==> src/rtl/cpu_isa_pkg.sv <==
// Shared ISA definitions for the pipeline hazard controller: opcode
// encodings, register address width, the controller FSM state type and
// the per-opcode source-operand usage decoders.
package cpu_isa_pkg;

  localparam int REG_W = 6;

  localparam logic [3:0] OP_NOP  = 4'b0000;
  localparam logic [3:0] OP_ST   = 4'b0011;
  localparam logic [3:0] OP_ADD  = 4'b0100;
  localparam logic [3:0] OP_INC  = 4'b0101;
  localparam logic [3:0] OP_NEG  = 4'b0110;
  localparam logic [3:0] OP_SUB  = 4'b0111;
  localparam logic [3:0] OP_J    = 4'b1000;
  localparam logic [3:0] OP_BRZ  = 4'b1001;
  localparam logic [3:0] OP_JM   = 4'b1010;
  localparam logic [3:0] OP_BRN  = 4'b1011;
  localparam logic [3:0] OP_LD   = 4'b1110;
  localparam logic [3:0] OP_SVPC = 4'b1111;

  typedef enum logic [1:0] {
    RUN    = 2'd0,
    DSTALL = 2'd1,
    JM_EX  = 2'd2,
    JM_WB  = 2'd3
  } hz_state_t;

  // Opcodes that read the rs1 field; unlisted encodings read nothing.
  function automatic logic uses_rs1(input logic [3:0] opcode);
    case (opcode)
      OP_ADD, OP_SUB, OP_ST,
      OP_INC, OP_NEG, OP_LD,
      OP_J, OP_BRZ, OP_BRN, OP_JM: return 1'b1;
      default:                     return 1'b0;
    endcase
  endfunction

  // Opcodes that also read the rs2 field.
  function automatic logic uses_rs2(input logic [3:0] opcode);
    case (opcode)
      OP_ADD, OP_SUB, OP_ST: return 1'b1;
      default:               return 1'b0;
    endcase
  endfunction

endpackage

==> src/rtl/hazard_compare.sv <==
// RAW hazard detector: compares the decode-stage source registers that
// the opcode actually reads against the destinations of the instructions
// in EX/MEM and (when the register file cannot bypass) WB.
module hazard_compare
  import cpu_isa_pkg::*;
#(
  parameter int WB_BYPASS = 1
) (
  input  logic [3:0]       i_opcode,
  input  logic [REG_W-1:0] i_rs1,
  input  logic [REG_W-1:0] i_rs2,
  input  logic [REG_W-1:0] i_ex_rd,
  input  logic             i_ex_regwrite,
  input  logic [REG_W-1:0] i_wb_rd,
  input  logic             i_wb_regwrite,
  output logic             o_hazard
);

  // A WB producer only matters when the register file reads before it writes.
  localparam logic WB_CMP = (WB_BYPASS == 0);

  logic w_use1;
  logic w_use2;
  logic w_rs1_hit;
  logic w_rs2_hit;

  assign w_use1 = uses_rs1(i_opcode);
  assign w_use2 = uses_rs2(i_opcode);

  // Every register address participates; there is no hardwired zero.
  assign w_rs1_hit = (i_ex_regwrite && (i_rs1 == i_ex_rd)) ||
                     (WB_CMP && i_wb_regwrite && (i_rs1 == i_wb_rd));
  assign w_rs2_hit = (i_ex_regwrite && (i_rs2 == i_ex_rd)) ||
                     (WB_CMP && i_wb_regwrite && (i_rs2 == i_wb_rd));

  assign o_hazard = (w_use1 && w_rs1_hit) || (w_use2 && w_rs2_hit);

endmodule

==> src/rtl/pipeline_hazard_controller.sv <==
// Pipeline hazard controller for the four-stage IF/ID/EX-MEM/WB pipeline.
// Drives PC load, IF/ID load/flush and ID/EX bubble: stalls on RAW
// hazards, squashes wrong-path fetches on taken redirects and holds fetch
// while a JM travels to WB. Only the FSM state is registered; all controls
// are combinational from state and inputs.
// Optional build macro HAZARD_PERF_CNT_EN adds saturating stall/flush
// event counters (stall_cnt, flush_cnt).
module pipeline_hazard_controller
  import cpu_isa_pkg::*;
#(
  parameter int WB_BYPASS = 1
) (
  input  logic             clock,
  input  logic             reset,
  input  logic [3:0]       id_opcode,
  input  logic [REG_W-1:0] id_rs1,
  input  logic [REG_W-1:0] id_rs2,
  input  logic [REG_W-1:0] ex_rd,
  input  logic             ex_regWrite,
  input  logic [REG_W-1:0] wb_rd,
  input  logic             wb_regWrite,
  input  logic             ex_redirect,
  input  logic             wb_jumpMem,
  output logic             pc_write,
  output logic             ifid_write,
  output logic             ifid_flush,
  output logic             idex_bubble,
  output logic             jm_select,
`ifdef HAZARD_PERF_CNT_EN
  output logic [15:0]      stall_cnt,
  output logic [15:0]      flush_cnt,
`endif
  output logic [1:0]       state
);

  hz_state_t r_state;
  hz_state_t w_next;
  logic      w_hazard;

  hazard_compare #(
    .WB_BYPASS(WB_BYPASS)
  ) u_hazard_compare (
    .i_opcode      (id_opcode),
    .i_rs1         (id_rs1),
    .i_rs2         (id_rs2),
    .i_ex_rd       (ex_rd),
    .i_ex_regwrite (ex_regWrite),
    .i_wb_rd       (wb_rd),
    .i_wb_regwrite (wb_regWrite),
    .o_hazard      (w_hazard)
  );

  // State register; reset returns to RUN immediately, even mid-JM.
  always_ff @(posedge clock or posedge reset) begin
    if (reset) begin
      r_state <= RUN;
    end else begin
      r_state <= w_next;
    end
  end

  // Next state and pipeline controls; redirect outranks hazard outranks JM.
  always_comb begin
    w_next      = r_state;
    pc_write    = 1'b0;
    ifid_write  = 1'b0;
    ifid_flush  = 1'b0;
    idex_bubble = 1'b0;
    jm_select   = 1'b0;
    case (r_state)
      RUN, DSTALL: begin
        if (ex_redirect) begin
          // Taken J/branch: the fetch behind it is wrong-path, squash it.
          pc_write    = 1'b1;
          ifid_write  = 1'b1;
          ifid_flush  = 1'b1;
          idex_bubble = 1'b1;
          w_next      = RUN;
        end else if (w_hazard) begin
          // Freeze PC and IF/ID, send a bubble until the producer retires.
          idex_bubble = 1'b1;
          w_next      = DSTALL;
        end else if (id_opcode == OP_JM) begin
          // JM advances; fetch is held and flushed until its target is known.
          ifid_write  = 1'b1;
          ifid_flush  = 1'b1;
          w_next      = JM_EX;
        end else begin
          pc_write    = 1'b1;
          ifid_write  = 1'b1;
          w_next      = RUN;
        end
      end
      JM_EX: begin
        // JM owns the PC; a redirect from the squashed slot is meaningless.
        ifid_write  = 1'b1;
        ifid_flush  = 1'b1;
        idex_bubble = 1'b1;
        w_next      = JM_WB;
      end
      JM_WB: begin
        // Without wb_jumpMem the target is untrusted: fall through on the PC path.
        pc_write    = 1'b1;
        ifid_write  = 1'b1;
        ifid_flush  = 1'b1;
        idex_bubble = 1'b1;
        jm_select   = wb_jumpMem;
        w_next      = RUN;
      end
      default: begin
        w_next = RUN;
      end
    endcase
    if (reset) begin
      pc_write    = 1'b0;
      ifid_write  = 1'b1;
      ifid_flush  = 1'b1;
      idex_bubble = 1'b1;
      jm_select   = 1'b0;
      w_next      = RUN;
    end
  end

  assign state = r_state;

`ifdef HAZARD_PERF_CNT_EN
  logic w_stall_evt;
  logic w_flush_evt;

  function automatic logic [15:0] sat_inc(input logic [15:0] v);
    return (v == 16'hFFFF) ? v : v + 16'd1;
  endfunction

  assign w_stall_evt = !reset && ((r_state == RUN) || (r_state == DSTALL)) &&
                       !ex_redirect && w_hazard;
  assign w_flush_evt = !reset && ifid_flush;

  logic [15:0] r_stall_cnt;
  logic [15:0] r_flush_cnt;

  // Saturating event counters for stall cycles and IF/ID flush cycles.
  always_ff @(posedge clock or posedge reset) begin
    if (reset) begin
      r_stall_cnt <= 16'd0;
      r_flush_cnt <= 16'd0;
    end else begin
      if (w_stall_evt) r_stall_cnt <= sat_inc(r_stall_cnt);
      if (w_flush_evt) r_flush_cnt <= sat_inc(r_flush_cnt);
    end
  end

  assign stall_cnt = r_stall_cnt;
  assign flush_cnt = r_flush_cnt;
`endif

endmodule

==> config.mk <==
export PLATFORM = sky130hd
export DESIGN_NAME = pipeline_hazard_controller
export DESIGN_NICKNAME = d
export VERILOG_FILES = /design/src/rtl/cpu_isa_pkg.sv /design/src/rtl/hazard_compare.sv /design/src/rtl/pipeline_hazard_controller.sv
export SDC_FILE = /design/constraint.sdc
export NUM_CORES = 1
export LEC_CHECK = 0
export ABC_AREA = 1
export CAP_MARGIN = 10
export CORE_MARGIN = 5
export CORE_UTILIZATION = 33
export CTS_CLUSTER_SIZE = 24
export DETAILED_ROUTE_END_ITERATION = 16
export GPL_ROUTABILITY_DRIVEN = 0
export GPL_TIMING_DRIVEN = 0
export PLACE_DENSITY = 0.88
export REMOVE_ABC_BUFFERS = 1
export SLEW_MARGIN = 20
export SYNTH_ARGS = -nofsm -noshare
export SYNTH_HDL_FRONTEND = slang
export SYNTH_SLANG_ARGS = --single-unit
export TNS_END_PERCENT = 1
==> constraint.sdc <==
create_clock -name clock -period 2.2 [get_ports clock]
set_clock_uncertainty 0.2 [all_clocks]
set_input_delay 0.33 -clock clock [delete_from_list [all_inputs] [get_ports clock]]
set_output_delay 0.33 -clock clock [all_outputs]
set_load 0.01 [all_outputs]
; Yosys cells after proc, flatten, opt, wreduce, memory -nomap -nowiden
; Memory sizes are Yosys's and may differ from the RTL's.
; Index checks and enable logic that the tools add are counted.
[op_classes]
eq_ne = 9
reduce_logical = 9
n_mux = 26
[op_table]
columns = cell, count
row1 = 1-bit two-way mux, 17
row2 = 6-bit equality test, 2
row3 = "4-bit by 3-bit equality test with 1-bit output, second input constant", 2
row4 = 2-bit two-way mux, 4
row5 = 1-bit one-hot mux with 2 select lines, 4
row6 = 2-bit one-hot mux with 3 select lines, 1
row7 = "2-bit equality test, second input constant", 2
row8 = "4-bit by 2-bit equality test with 1-bit output, second input constant", 1
row9 = "4-bit equality test, second input constant", 1
row10 = 1-bit logical AND, 4
row11 = 2-bit OR reduction, 2
row12 = 3-bit OR reduction, 1
row13 = "2-bit by 1-bit equality test with 1-bit output, second input constant", 1
row14 = 2-bit zero test, 1
row15 = 1-bit logical OR, 1
[totals]
input_bits = 34
mem_count = 1
romBits = 16
register_bits = 2
[memory_table]
columns = memory, words, word_bits, read_ports, rd_ports_with_merged_regs, wr, line
row1 = (name not given), 16, 1, 1, 0, 0, cpu_isa_pkg.sv:30  ; case (opcode)

; Depth between registers and ports, before layout
[logic_depth]
ltp_word = 9
mapped_depth = 11
depth_no_buf = 11

; By module
; A second synthesis with hierarchy kept.
[hier_totals]
cells_unflattened = 92
area_unflattened_um2 = 439.2
[by_module_without_submodules]
columns = module, area_each_um2, cells_each, instances
row1 = hazard_compare, 285.3, 67, 1
row2 = pipeline_hazard_controller, 153.9, 25, 1

; Worst setup path after synthesis
; No wires, ideal clock.
[synth_timing]
path_type = input port to output port
from = input port ex_rd[0]
to = output port pc_write
stages = 11
path_slack_ns = 0.630
arrival_time_ns = 1.040
path_cell_list = inv_1 -> nand2_1 -> nand2_1 -> inv_2 -> nand2_1 -> nor2_2 -> nand2_1 -> nand2_2 -> nand3_2 -> nand3_1 -> a21oi_2
[synth_between]
elab_chain_len = 8
elab_cells_between_ends = 11
classes_between = eq/ne (2) / mux (4) / reduce/logical (5)
[synth_rtl]
columns = item, line
row1 = "start, declared", pipeline_hazard_controller.sv:18  ; input logic [REG_W-1:0] ex_rd,
row2 = "6-bit equality test, on equally long branches", "hazard_compare.sv:31, hazard_compare.sv:33"
row3 = "1-bit logical AND, on equally long branches", "hazard_compare.sv:31, hazard_compare.sv:33"
row4 = 1-bit logical AND, hazard_compare.sv:36  ; assign o_hazard = (w_use1 && w_rs1_hit) || (w_use2 && w_rs2_hit);
row5 = 1-bit logical OR (*), hazard_compare.sv:36
row6 = 1-bit two-way mux (*), pipeline_hazard_controller.sv:79  ; end else if (w_hazard) begin
row7 = 1-bit two-way mux (*), pipeline_hazard_controller.sv:72  ; if (ex_redirect) begin
row8 = 1-bit one-hot mux with 2 select lines (*), pipeline_hazard_controller.sv:70  ; case (r_state)
row9 = 1-bit two-way mux (*), pipeline_hazard_controller.sv:114  ; if (reset) begin
row10 = "end, declared", pipeline_hazard_controller.sv:24  ; output logic pc_write,
; Mark *: on every way between the ends. The rest lies on a longest branch, timed or not.

; Worst setup path after layout
[layout_timing]
from = input port id_rs1[5]
to = output port pc_write
[layout_between]
elab_chain_len = 8
[layout_rtl]
columns = item, line
row1 = "start, declared", pipeline_hazard_controller.sv:16  ; input logic [REG_W-1:0] id_rs1,
row2 = 6-bit equality test, hazard_compare.sv:31  ; assign w_rs1_hit = (i_ex_regwrite && (i_rs1 == i_ex_rd)) ||
row3 = 1-bit logical AND, hazard_compare.sv:31
row4 = 1-bit logical AND, hazard_compare.sv:36
row5 = 1-bit logical OR, hazard_compare.sv:36
row6 = 1-bit two-way mux, pipeline_hazard_controller.sv:79
row7 = 1-bit two-way mux, pipeline_hazard_controller.sv:72
row8 = 1-bit one-hot mux with 2 select lines, pipeline_hazard_controller.sv:70
row9 = 1-bit two-way mux, pipeline_hazard_controller.sv:114
; No other way between the ends.

==> run metrics <==
fillers 125; Max stage delay cell, worst path clkdlybuf4s50_1; top-count cell post-synth nand2_1; leak pwr 0.0005603 µW; Syn Area/Cell 5.086 µm²; Crit Path Max Fanout 3; clk buf depth 2; clock root buffer clkbuf_4; Worst EP required 1.67 ns; Tightest Hold Check Type primary input to asynchronous set/reset pin; unrepaired setup endpoints after global routing true; Layout area overhead 86.90%; Post-DP HPWL 1199 µm; ys flop type dfrtp_1; Die X 47.66 µm; layout cells sized above 1 23.85%; Slew @ Worst Pin 0.3959 ns; Total Wirelength 1421 µm; biggest area consumer among synthesized cells nand2_1; area of the mapped netlist 467.9 µm²; CTS tree built; cts hold-fix bufs 0; main combinational cell family by area after synthesis simple AND/OR/NAND/NOR gates; Crit path largest cell delay 0.49 ns; FF-to-FF path depth 3; Post-Synth Adder-Cell Area 0%; ANT cells 0; Final Max Tran Viols 0; Ports 41; number of nets still failing antenna checks after routing 0; Hold Fails Final Rpt 0; CP dominant cell by count nand3_2; DR vias 629; crit start category primary input; min cycle time layout 2.161 ns; Post-synth top cells nand2_1 (35), inv_1 (19), nor2_1 (6), inv_2 (5), nand2_2 (5); Core ar. 0.001318 mm²; Synth area leaders nand2_1 (28%), inv_1 (15%), dfrtp_1 (11%); # DRC 0; CP endpoint kind output pin; critical path, cell by cell clkdlybuf4s50_1, xor2_1, nor2_1, nand3_2, nand2_2, nand3_2, nand3_2, a21oi_2, buf_2; first-pass GRT wire length 2014 µm; post-route cell area 874.6 µm²; Tcrit/Tclk final 98.21%; Max Clock Freq 462.8 MHz; number of enable flip-flop cells after synthesis 0; gr ovfl total 0; critical path data arrival time 1.63 ns; Detailed Routing Iterations Pass 1 4; Clock Sinks 2; XOR/XNOR Fraction of Synth Area 7.487%; proportion of synthesized area in mux cells 0%; DIE AREA 0.002271 mm²; initial DRC count 9; status complete, no violations; Max VDD drop 0.1277 mV; placed instance area 817.0 µm²; Largest register FFs 2; Cell Pwr Density 261.1 mW/mm²; Reg clk slew, reported paths 0.03 ns; Compound-Gate Fraction of Synth Area 8.556%; DR WL/cell 9.800 µm; H-tree depth 1; Yosys cell types 17; DR vias/cell 4.338; post-synth top area share 28.07%; Slew headroom 73.40%; max cap viols 0; critical path class primary input to output pin; Initial Util 35.52%; Mapped Cells 92; gr usage total 12.32%; final setup violation count 0; Die Height 47.66 µm; Post-Place Setup Slack -0.4496 ns; antenna violations before repair 0; number of global-route vias before repair 549; register area share after synthesis 10.70%; Simple-Gate Fraction of Synth Area 52.94%; post-route setup slack 0.03941 ns; row count 13; ys async rst share 100.0%; IO Port Bufs 33; internal reg-to-reg setup slack 1.17 ns; #FFs+latches synth 2; nets 166; pin count of the biggest net entering global routing 5; Worst-Skew Late Latency 0.21 ns; synth warn 0; Num CTS Buffers 3
[worst max-delay path: cells and delay by family]
kind            cells  cell delay, ns
xor+xnor            1            0.16
simple gates        5            0.40
buf+inv             2            0.63
compound gates      1            0.11
[placed cells by master (no fill, tap or decap), drive strengths merged]
| master | Yosys | layout |
|---|---|---|
| clkdlybuf4s50 | 0 | 11 |
| inv | 24 | 24 |
| a31oi | 1 | 1 |
| xnor2 | 2 | 2 |
| dlymetal6s2s | 0 | 9 |
| dlygate4sd2 | 0 | 9 |
| dfrtp | 2 | 2 |
| clkdlybuf4s15 | 0 | 2 |
| clkbuf | 0 | 3 |
| o21bai | 1 | 1 |
| nand3 | 6 | 6 |
| nor3 | 2 | 2 |
| a21oi | 3 | 3 |
| buf | 0 | 4 |
| nand2 | 40 | 40 |
| clkinv | 1 | 1 |
| xor2 | 2 | 2 |
| nor2 | 8 | 8 |
[metrics by stage]
stage | hold WS, ns | std cells | setup TNS (ns) | util (%) | power (µW)
detailed placement | 0.3989 | 140 | -1.428 | 62.01 | 160.0
finish | 0.1708 | 145 | 0 | 66.38 | 228.4
floorplan | -0.1123 | 92 | 0 | - | 90.74
CTS | 0.1748 | 144 | 0 | 63.15 | 228.8
global placement | 0.3873 | 140 | -1.227 | 62.01 | 156.8
global route | 0.1881 | 145 | -0.05875 | 66.38 | 246.0
[metal layers]
| metal | track usage (%) | up-vias | routed length [µm] |
|---|---|---|---|
| met1 | 13.81 | 271 | 540 |
| li1 | - | 343 | - |
| met2 | 24.33 | 15 | 789 |
| met4 | 3.226 | 0 | 0 |
| met3 | 1.128 | 0 | 91 |
| met5 | 0 | - | 0 |
[power by group]
part	switching (µW)	total, µW	internal [µW]
registers	0.505	38.3	37.8
clock network	15.4	75.2	59.7
logic	54.2	115	60.8
[path summary, 6_finish.rpt]
kind | start | endpoint
max in group asynchronous | reset | state[1]$_DFF_PP0_
min reg2reg | state[0]$_DFF_PP0_ | state[0]$_DFF_PP0_
min in group clock | state[0]$_DFF_PP0_ | state[0]$_DFF_PP0_
min | reset | state[0]$_DFF_PP0_
max | id_rs1[5] | pc_write
max reg2reg | state[1]$_DFF_PP0_ | state[1]$_DFF_PP0_
[cells by family (layout without fill, tap and decap cells)]
family                 after synthesis  after routing
buffers and inverters               25             63
AO/OA/AOI/OAI                        5              5
flip-flops                           2              2
AND/OR/NAND/NOR                     56             56
XOR/XNOR                             4              4
[final cells by class]
cell class	count	area, µm²	share of cell area, %
timing repair buffer	35	347.8	39.77
multi-input combinational	65	340.3	38.91
inverter	25	95.09	10.87
sequential	2	50.05	5.722
clock buffer	3	22.52	2.575
tap	15	18.77	2.146
[repair_timing]
| item | 4_1_cts | 5_1_grt |
|---|---|---|
| pin swaps | 1 | 7 |
| endpoints found under the setup margin | 4 | 5 |
| endpoints found under the hold margin | 0 | 0 |
| gates cloned | 0 | 0 |
| buffers inserted | 1 | 1 |
| gates resized for setup | 23 | 13 |
(Power assumes the default switching activity.)
